$ cat src/rtl/multicycle_ctrl.sv
// Multi-cycle control FSM for the 8-bit core. It fetches 16-bit instructions
// over a req/ack handshake, decodes them, and drives the datapath strobes and
// the control for the immediate-extension unit. It performs no arithmetic.
module multicycle_ctrl #(
  parameter int WAIT_LIMIT = 15  // max consecutive ack-wait cycles, 1..255
) (
  input  logic       clk,
  input  logic       rst_n,
  input  logic [15:0] instr,
  input  logic       mem_ack,
  input  logic       zero,
  output logic       mem_req,
  output logic       mem_we,
  output logic       addr_sel,
  output logic       IR_load,
  output logic       PC_write,
  output logic       PC_src,
  output logic       CS,
  output logic [5:0] immediate,
  output logic       ALU_B_sel,
  output logic [1:0] ALU_op,
  output logic       RegWrite,
  output logic       WB_sel,
  output logic [2:0] rd_addr,
  output logic [2:0] rs_addr,
  output logic       halted,
  output logic       illegal,
  output logic       bus_err
);

  typedef enum logic [2:0] {
    S_IDLE, S_FETCH, S_DECODE, S_EXEC, S_MEM, S_WB, S_HALT
  } state_t;

  typedef enum logic [3:0] {
    OP_NOP  = 4'h0,
    OP_ADD  = 4'h1,
    OP_SUB  = 4'h2,
    OP_AND  = 4'h3,
    OP_OR   = 4'h4,
    OP_ADDI = 4'h5,
    OP_ANDI = 4'h6,
    OP_ORI  = 4'h7,
    OP_LW   = 4'h8,
    OP_SW   = 4'h9,
    OP_BEQ  = 4'hA,
    OP_HLT  = 4'hF
  } opcode_t;

  localparam logic [1:0] ALU_ADD = 2'b00;
  localparam logic [1:0] ALU_SUB = 2'b01;
  localparam logic [1:0] ALU_AND = 2'b10;
  localparam logic [1:0] ALU_OR  = 2'b11;

  // Last wait-count value before the handshake is declared dead.
  localparam logic [7:0] WAIT_LAST = 8'(WAIT_LIMIT - 1);

  state_t      state_q, state_d;
  logic [15:0] ir_q, ir_d;
  logic [7:0]  wait_q, wait_d;
  logic        illegal_q, illegal_d;
  logic        bus_err_q, bus_err_d;

  opcode_t     op;
  logic        is_lw, is_sw;
  logic        dec_b_sel;
  logic [1:0]  dec_alu_op;

  assign op        = opcode_t'(ir_q[15:12]);
  assign is_lw     = (op == OP_LW);
  assign is_sw     = (op == OP_SW);
  assign immediate = ir_q[5:0];
  assign rs_addr   = ir_q[8:6];
  assign rd_addr   = ir_q[11:9];
  assign illegal   = illegal_q;
  assign bus_err   = bus_err_q;

  // Opcode decode: ALU function, B-operand source and extension mode.
  // NOTE: every signal written here gets a default first so no path leaves it
  // unassigned -- otherwise synthesis infers a latch to hold the old value.
  always_comb begin
    dec_alu_op = ALU_ADD;
    dec_b_sel  = 1'b0;
    CS         = 1'b0;
    case (op)
      OP_SUB:  dec_alu_op = ALU_SUB;
      OP_AND:  dec_alu_op = ALU_AND;
      OP_OR:   dec_alu_op = ALU_OR;
      OP_ADDI: begin dec_b_sel = 1'b1; CS = 1'b1; end
      OP_ANDI: begin dec_b_sel = 1'b1; dec_alu_op = ALU_AND; end
      OP_ORI:  begin dec_b_sel = 1'b1; dec_alu_op = ALU_OR; end
      OP_LW,
      OP_SW:   begin dec_b_sel = 1'b1; CS = 1'b1; end
      OP_BEQ:  begin dec_alu_op = ALU_SUB; CS = 1'b1; end
      default: ;
    endcase
  end

  // Next-state, strobe and handshake-timeout logic.
  always_comb begin
    state_d   = state_q;
    ir_d      = ir_q;
    wait_d    = '0;  // any state change clears the count for the next access
    illegal_d = illegal_q;
    bus_err_d = bus_err_q;
    mem_req   = 1'b0;
    mem_we    = 1'b0;
    addr_sel  = 1'b0;
    IR_load   = 1'b0;
    PC_write  = 1'b0;
    PC_src    = 1'b0;
    ALU_B_sel = 1'b0;
    ALU_op    = ALU_ADD;
    RegWrite  = 1'b0;
    WB_sel    = 1'b0;
    halted    = 1'b0;

    case (state_q)
      S_IDLE: state_d = S_FETCH;

      S_FETCH: begin
        mem_req = 1'b1;
        if (mem_ack) begin
          ir_d     = instr;
          IR_load  = 1'b1;
          PC_write = 1'b1;
          state_d  = S_DECODE;
        end else if (wait_q == WAIT_LAST) begin
          bus_err_d = 1'b1;
          state_d   = S_HALT;
        end else begin
          wait_d = wait_q + 8'd1;
        end
      end

      S_DECODE: state_d = S_EXEC;

      S_EXEC: begin
        ALU_op    = dec_alu_op;
        ALU_B_sel = dec_b_sel;
        case (op)
          OP_ADD, OP_SUB, OP_AND, OP_OR,
          OP_ADDI, OP_ANDI, OP_ORI: state_d = S_WB;
          OP_LW, OP_SW:             state_d = S_MEM;
          OP_BEQ: begin
            PC_write = zero;
            PC_src   = zero;
            state_d  = S_FETCH;
          end
          OP_NOP:                   state_d = S_FETCH;
          OP_HLT:                   state_d = S_HALT;
          default: begin
            illegal_d = 1'b1;
            state_d   = S_HALT;
          end
        endcase
      end

      S_MEM: begin
        mem_req   = 1'b1;
        addr_sel  = 1'b1;
        mem_we    = is_sw;
        ALU_op    = dec_alu_op;
        ALU_B_sel = dec_b_sel;
        if (mem_ack) begin
          state_d = is_sw ? S_FETCH : S_WB;
        end else if (wait_q == WAIT_LAST) begin
          bus_err_d = 1'b1;
          state_d   = S_HALT;
        end else begin
          wait_d = wait_q + 8'd1;
        end
      end

      S_WB: begin
        RegWrite  = 1'b1;
        WB_sel    = is_lw;
        ALU_op    = dec_alu_op;
        ALU_B_sel = dec_b_sel;
        state_d   = S_FETCH;
      end

      S_HALT: halted = 1'b1;

      default: state_d = S_IDLE;
    endcase
  end

  // State, IR, wait counter and sticky flags; synchronous active-low reset.
  // NOTE: clocked state uses non-blocking assignments so every register
  // samples the pre-edge value of the others, independent of statement order.
  always_ff @(posedge clk) begin
    if (!rst_n) begin
      state_q   <= S_IDLE;
      ir_q      <= '0;
      wait_q    <= '0;
      illegal_q <= 1'b0;
      bus_err_q <= 1'b0;
    end else begin
      state_q   <= state_d;
      ir_q      <= ir_d;
      wait_q    <= wait_d;
      illegal_q <= illegal_d;
      bus_err_q <= bus_err_d;
    end
  end

endmodule

$ cat config.mk
export PLATFORM = sky130hd
export DESIGN_NAME = multicycle_ctrl
export DESIGN_NICKNAME = d
export VERILOG_FILES = /design/src/rtl/multicycle_ctrl.sv
export SDC_FILE = /design/constraint.sdc
export NUM_CORES = 1
export LEC_CHECK = 0
export CAP_MARGIN = 20
export CORE_MARGIN = 3
export CORE_UTILIZATION = 48
export CTS_BUF_LIST = sky130_fd_sc_hd__clkbuf_4 sky130_fd_sc_hd__clkbuf_8
export DETAILED_ROUTE_END_ITERATION = 10
export PLACE_DENSITY_LB_ADDON = 0.05
export SLEW_MARGIN = 20
export SYNTH_ARGS = -nofsm -noshare
export SYNTH_HDL_FRONTEND = slang
export SYNTH_SLANG_ARGS = --single-unit
$ cat constraint.sdc
create_clock -name clk -period 1.45 [get_ports clk]
set_input_delay 0.29 -clock clk [delete_from_list [all_inputs] [get_ports clk]]
set_output_delay 0.29 -clock clk [all_outputs]
set_load 0.05 [all_outputs]
==> results of run 1 <==
## kinds of logic after synthesis
logic type,after synthesis,synth area share (%)
and+or+nand+nor,84,29.4
AOI/OAI and AO/OA,44,18.2
DFF,29,38.1
buffers and inverters,28,10.3
xor gates and xnor gates,4,2.30
adders and majority gates,2,1.64
## metrics by stage
| step | utilization (%) | hold WS, ns | cell area [µm²] | setup TNS [ns] |
|---|---|---|---|---|
| floorplan | - | 0.403 | 1620 | -0.301 |
| global placement | 85.2 | 0.473 | 2470 | -2.37 |
| detailed placement | 85.2 | 0.487 | 2470 | -4.44 |
| CTS | 92.9 | 0.476 | 2700 | -3.93 |
## repair_timing
item,in CTS
endpoints found under the setup margin,21
resized for setup,25
pin swaps,6
setup buffers,4
endpoints found under the hold margin,0
==> impl_results.md, run 1 <==
* Area share of the largest cell type after synthesis at 38.1%
* EDFF count, synth at 0
* Post-synthesis cell type count at 46
* Chip height at 62.3 µm
* Stop err: [ERROR DPL-0038] Utilization greater than 100%, impossible to legalize
* Detailed Place HPWL at 3360 µm
* Register bit total from synthesis at 29
* Root Buffer: clkbuf_4
* Top post-synthesis cells by count: nand2_1, dfxtp_1, a21oi_1
* # rows at 19
* Dpl cells at 286
* Clock sinks at 29
* Syn_area_per_cell at 7.98 µm²
* IO buf count at 46
* Setup Slack @ Placement at -0.279 ns
* Cell area after synthesis at 1520 µm²
* Seq/Total Area, Yosys at 38.1%
* Most used DFF post-synth: dfxtp_1
* Clk buf depth at 2
* Io pins at 47
* Synth Net Count at 213
* Gpl congestion at 0.829
* Worst_ep grt: PC_write
* Asr flop ratio synth at 0%
* Post-Syn Instances at 191
* Worst ep type: top-level output
* Area leader, netlist: dfxtp_1
* Chip width at 62.3 µm
* Status: did not finish
* Initial Util at 52.5%
* CTS Hold Bufs at 0
* Largest net degree at the start of global routing at 18
* Max H-tree Level at 2
* Most common cell in the netlist: nand2_1
* Top cells by area, synth: dfxtp_1, nand2_1, a21oi_1
* Stage reached: global routing
* Synth warnings at 0
* Total CTS buffers at 5
==> run 2, diff against run 1 <==
CORE_UTILIZATION = 40   (was 48)
CTS_BUF_LIST = not set   (was sky130_fd_sc_hd__clkbuf_4 sky130_fd_sc_hd__clkbuf_8)
PLACE_DENSITY_LB_ADDON = 0.15   (was 0.05)
==> run 2 against run 1 <==
  * The flow now finishes, with violations (negative setup slack)
  * Synthesized cell count unchanged
  * Synthesized area unchanged
==> impl_results.md, run 2 <==
* Reg with most FFs: ir_q
* Area share of the largest cell type after synthesis at 38.1%
* Fill cell count at 188
* Most common cell in the netlist: nand2_1
* RSZ-0062 raised after global routing: true
* Largest net degree at the start of global routing at 17
* Cell area after synthesis at 1520 µm²
* Antenna-violating nets left at 0
* Worst-margin pin slew at 0.395 ns
* CP bufs+invs at 2
* Switching share of power at 30.3%
* Vias per cell at 5.41
* Synth-to-Final Area Change at 92.0%
* Most used DFF post-synth: dfxtp_1
* Compound-Gate Fraction of Synth Area at 18.2%
* Post-Syn Instances at 191
* Simple-gate share of the synthesized area at 29.4%
* CP Capture Type: primary output
* Crit start category: register
* Area of the multi-input gates at 1040 µm²
* Initial Util at 43.6%
* Most common cell after layout, fill and taps aside: nand2_1
* Final setup fails at 13
* Max H-tree Level at 2
* Post-layout total power at 2660 µW
* CP delay by family, top: simple AND/OR/NAND/NOR gates
* Chip width at 67.7 µm
* Vias at 1673
* Fmax at 588 MHz
* Area after DPL at 2450 µm²
* Wire per inst at 16.9 µm
* Clk pwr share at 31.7%
* Pre-Repair DR Iteration Count at 4
* Fin Setup TNS at -2.20 ns
* Status: complete, but fails checks
* Final Worst Setup Slack at -0.250 ns
* Clock slew at reported path FFs at 0.06 ns
* Placeable Area at 3490 µm²
* CP max stage cell: dfxtp_4
* CTS tree: built
* Asr flop ratio synth at 0%
* Max Cap Viol at 0
* Clk buf depth at 2
* Critical-path cell list: buf_6 -> nor2b_4 -> and2_4 -> nor3b_4 -> buf_12
* Die area at 4590 µm²
* Detailed Place HPWL at 3280 µm
* Fin crit period at 1.70 ns
* Antenna violations before repair at 0
* Clock sinks at 29
* Synth warnings at 0
* Setup Skew at 0.00483 ns
* Gpl congestion at 0.907
* R2r worst-path depth at 6
* VDD IR max at 798 µV
* First-pass GRT wire length at 7970 µm
* Leak Pwr at 0.00106 µW
* PD cells at 910 nW/µm²
* Synth Net Count at 213
* Max FFs per register at 16
* Clock latency on the worst-skew pair at 0.27 ns
* Root Buffer: clkbuf_8
* Syn_area_per_cell at 7.98 µm²
* GR Util All Layers at 23.3%
* Reg2Reg Setup Slack at 0 ns
* IO buf count at 46
* Worst-path maximum fanout at 5
* Nets at 284
* Share of cells above drive strength 1 at 48.3%
* DRC at 0
* Largest registers: ir_q: 16 flops, wait_q: 8 flops, state_q: 3 flops
* Switch Pwr at 806 µW
* Chip height at 67.7 µm
* Comb pwr share at 33.9%
* Int Pwr at 1860 µW
* Area leader, netlist: dfxtp_1
* Io pins at 47
* CP startpoint: state_q[1]
* WL final at 5210 µm
* Fin area at 2930 µm²
* Worst Hold Class: reg -> reg
* Antenna cells at 0
* Top cells by area, synth: dfxtp_1, nand2_1, a21oi_1
* Largest family of logic cells by synthesized area: simple AND/OR/NAND/NOR gates
* Reg-to-Reg Start: wait_q[0]
* Seq/Total Area, Yosys at 38.1%
* Register area at 614 µm²
* Final Cycle Share at 117%
* Gr ovfl total at 0
* Top post-synthesis cells by count: nand2_1, dfxtp_1, a21oi_1
* Total CTS buffers at 5
* Post-synthesis cell type count at 46
* WP data arrival at 1.41 ns
* Vias in the first global route at 1692
* Sequential power share at 34.4%
* XOR/XNOR Fraction of Synth Area at 2.30%
* Mux cell area share after synthesis at 0%
* Critical path required time at 1.16 ns
* EDFF count, synth at 0
* Area share of fa/ha/maj cells after synthesis at 1.64%
* Slew Viols, Final at 0
* Relative slew slack at 73.2%
* Violated checks: negative setup slack
* Worst setup path endpoint: WB_sel
* DRT iter0 DRCs at 90
* Stages on worst setup path at 5
* Most frequent cells in the layout: nand2_1, buf_4, buf_12
* Crit path kind: reg -> out
* Slowest stage delay, CP at 0.36 ns
* Register bit total from synthesis at 29
* Fin. Hold Viols at 0
* # rows at 21
* RR Endpoint: wait_q[0]
run 2: cell counts after synthesis:
No cell type changed its count.
run 2: worst min path at each step:
stage,startpoint,to,slack (ns),depth (start not counted)
2_1_floorplan,rst_n,bus_err,0.40,2
3_3_place_gp,illegal,illegal,0.47,2
3_5_place_dp,ir_q[1],ir_q[1],0.49,2
4_1_cts,wait_q[0],wait_q[0],0.47,1
5_1_grt,wait_q[0],wait_q[0],0.52,1
6_report,ir_q[1],ir_q[1],0.49,2
run 2: cells by family (layout without fill, tap and decap cells):
kind of cell	count (synthesis)	count (layout)
AOI/OAI and AO/OA	44	44
xor gates and xnor gates	4	4
adders and majority gates	2	2
buffers and inverters	28	100
DFF	29	29
and+or+nand+nor	84	84
run 2: area by class of cell:
cell class                      count  share of cell area (%)
Clock buffer                        7                    2.95
Inverter                            7                   0.898
Sequential cell                    29                    21.0
Tap cell                           46                    1.97
Clock inverter                      1                    1.03
Multi-Input combinational cell    134                    35.6
Timing Repair Buffer               85                    36.6
run 2: layer usage:
metal	track usage (%)	vias to the layer above	wire, µm	share of wire [%]
li1	-	788	-	-
met1	26.0	778	1970	38
met2	41.3	86	2710	52
met3	5.99	21	353	6.8
met4	9.87	0	170	3.3
met5	0	-	0	0
run 2: power groups by stage:
stage,sequential (µW),clock (µW),combinational [µW]
final,917,843,902
after CTS,910,857,835
after global placement,913,0,725
after floorplan,888,0,431
after global routing,922,903,945
after detailed placement,918,0,747
run 2: stage by stage:
stage          utilization, %  setup WS [ns]  cells  hold WS [ns]
6_report                 83.7         -0.250    309         0.490
5_1_grt                  83.7         -0.300    309         0.518
4_1_cts                  79.7         -0.237    302         0.473
3_5_place_dp             70.2         -0.329    287         0.485
3_3_place_gp             70.2         -0.185    287         0.470
2_1_floorplan               -         -0.126    191         0.403
run 2: repair_timing:
action | CTS | global route
hold buffers | 0 | 0
pin swaps | 10 | 6
resized for setup | 41 | 20
setup endpoints to repair | 21 | 26
buffers inserted | 7 | 7
run 2: tightest hold or removal path, stage by stage (launching register included):
cell     delay (ns)
dfxtp_1        0.33
nand2_1        0.06
a21oi_1        0.05
(Power assumes the default switching activity.)
==> run 3, diff against run 2 <==
CORE_MARGIN = 4   (was 3)
SETUP_SLACK_MARGIN = 0.4   (was not set)
clock period = 2 ns   (was 1.45 ns; I/O delays follow)
==> run 3 against run 2 <==
  * The flow now finishes without violations
  * Clock skew about the same
  * Final area decreased by 15%
  * Setup slack improved by 0.42 ns
  * Clock-buffer cell count increased by 1
  * Sequential share of layout area increased by 3.3 points
  * Register-to-register slack improved by 0.51 ns
  * Critical path depth decreased by 1
  * Largest cell class is now multi-input gates
  * Die area increased by 6.0%
  * Highest routed layer unchanged
  * Non-clock buffer count decreased by 16
==> impl_results.md, run 3 (synthesized netlist as in run 2, its figures left out) <==
* Nets at 268
* Critical path required time at 1.60 ns
* Antenna violations before repair at 0
* Share of cells above drive strength 1 at 34.0%
* Clock slew at reported path FFs at 0.06 ns
* Synth-to-Final Area Change at 63.8%
* Final Cycle Share at 91.7%
* Fin crit period at 1.83 ns
* First-pass GRT wire length at 7010 µm
* Max H-tree Level at 2
* GRT busiest layer: met2
* Crit start category: register
* Most common cell after layout, fill and taps aside: nand2_1
* Io pins at 47
* Largest net degree at the start of global routing at 19
* Chip width at 69.7 µm
* # rows at 22
* Worst-path maximum fanout at 5
* Slowest stage delay, CP at 0.37 ns
* DRC at 0
* RSZ-0062 raised after global routing: true
* CTS tree: built
* Critical-path cell list: and4b_1 -> and4_4 -> or2_4 -> buf_12
* Die area at 4860 µm²
* Clk buf depth at 2
* Detailed Place HPWL at 2880 µm
* CP max stage cell: dfxtp_4
* Placeable Area at 3660 µm²
* Fin Setup TNS at 0 ns
* Initial Util at 41.6%
* Antenna cells at 0
* CP Capture Type: primary output
* Worst hold slack at 0.444 ns
* Leak Pwr at 0.000931 µW
* Reg with most FFs: ir_q
* Setup Skew at 0.00519 ns
* Status: completed
* Vias at 1532
* Root Buffer: clkbuf_8
* Wire per inst at 14.3 µm
* M1 GR Usage at 19.6%
* Chip height at 69.7 µm
* DRT iter0 DRCs at 51
* Most frequent cells in the layout: nand2_1, dfxtp_1, a21oi_1, clkdlybuf4s50_1, buf_4
* Final setup fails at 0
* Max Cap Viol at 0
* WL final at 4210 µm
* VDD IR max at 489 µV
* Slew Viols, Final at 0
* Largest registers: ir_q: 16 flops, wait_q: 8 flops, state_q: 3 flops
* Met3 usage at 6.52%
* Gpl congestion at 0.852
* Max FFs per register at 16
* Vias in the first global route at 1522
* Vias per cell at 5.19
* Relative slew slack at 65.3%
* Total CTS buffers at 5
* IO buf count at 46
* Fmax at 545 MHz
* GR Util All Layers at 17.7%
* Hold path depth at 2
* WP data arrival at 1.43 ns
* Met2 Resource Use GR at 29.9%
* PD cells at 654 nW/µm²
* Pre-Repair DR Iteration Count at 4
* Clock sinks at 29
* Antenna-violating nets left at 0
* Worst-margin pin slew at 0.523 ns
* R2r worst-path depth at 4
* Worst Hold Class: reg -> reg
* Crit path kind: reg -> out
* Fin. Hold Viols at 0
* Fill cell count at 309
* Gr ovfl total at 0
* Clock latency on the worst-skew pair at 0.28 ns
## run 3: changes by cell type in the layout (fill, tap and decap cells not counted), moves of 2 or more
cell | before | now
ha_1 | 0 | 2
clkbuf_1 | 1 | 3
o21ai_2 | 1 | 4
nand4bb_4 | 2 | 0
dfxtp_2 | 3 | 0
dfxtp_1 | 18 | 22
dlygate4sd2_1 | 0 | 13
nand4bb_1 | 1 | 3
nor2b_2 | 0 | 2
buf_4 | 29 | 17
buf_12 | 28 | 13
o21ai_4 | 2 | 0
clkdlybuf4s15_1 | 0 | 2
buf_6 | 9 | 5
## run 3: what timing repair did
action	in CTS	in global routing
setup buffers	11	5
hold buffers	0	0
endpoints found under the hold margin	0	0
cloned	0	0
endpoints found under the setup margin	26	17
pin swaps	5	6
resized for setup	44	17
## run 3: metal layers
metal  share of wire (%)  vias to the layer above
met4                 2.1                        0
met3                 5.4                        8
li1                    -                      759
met5                   0                        -
met1                  43                      729
met2                  49                       36
## run 3: final cells by class
class | count | area, µm² | area share (%)
Inverter | 7 | 26.3 | 1.05
Tap cell | 48 | 60.1 | 2.41
Clock buffer | 8 | 80.1 | 3.21
Sequential cell | 29 | 607 | 24.3
Timing Repair Buffer | 69 | 762 | 30.5
Multi-Input combinational cell | 134 | 961 | 38.5
## run 3: worst paths after layout
check | start | end | slack [ns]
setup / recovery | ir_q[15] | PC_write | 0.17
hold / removal | illegal | illegal | 0.44
setup reg to reg | wait_q[0] | wait_q[6] | 0.51
hold reg to reg | illegal | illegal | 0.44
## run 3: critical path, delay by kind of cell, from the launching register on
kind | cells | cell delay, ns
simple gates | 3 | 0.63
buf+inv | 1 | 0.15
flops | 1 | 0.37
## run 3: through the flow
step,std cells,instance area [µm²],worst slack [ns],util [%],total power (µW)
after global routing,295,2500,0.129,68.2,1720
after floorplan,191,1620,0.314,-,956
after detailed placement,271,2180,0.123,59.5,1120
final,295,2500,0.166,68.2,1630
after CTS,290,2400,0.137,65.5,1610
after global placement,271,2180,0.151,59.5,1110
## run 3: power breakdown
group / leakage [µW] / internal, µW / total [µW] / switching, µW
Clock: 0.0000395 / 246 / 453 / 207
Combinational: 0.000651 / 240 / 523 / 283
Sequential: 0.000241 / 611 / 657 / 45.4
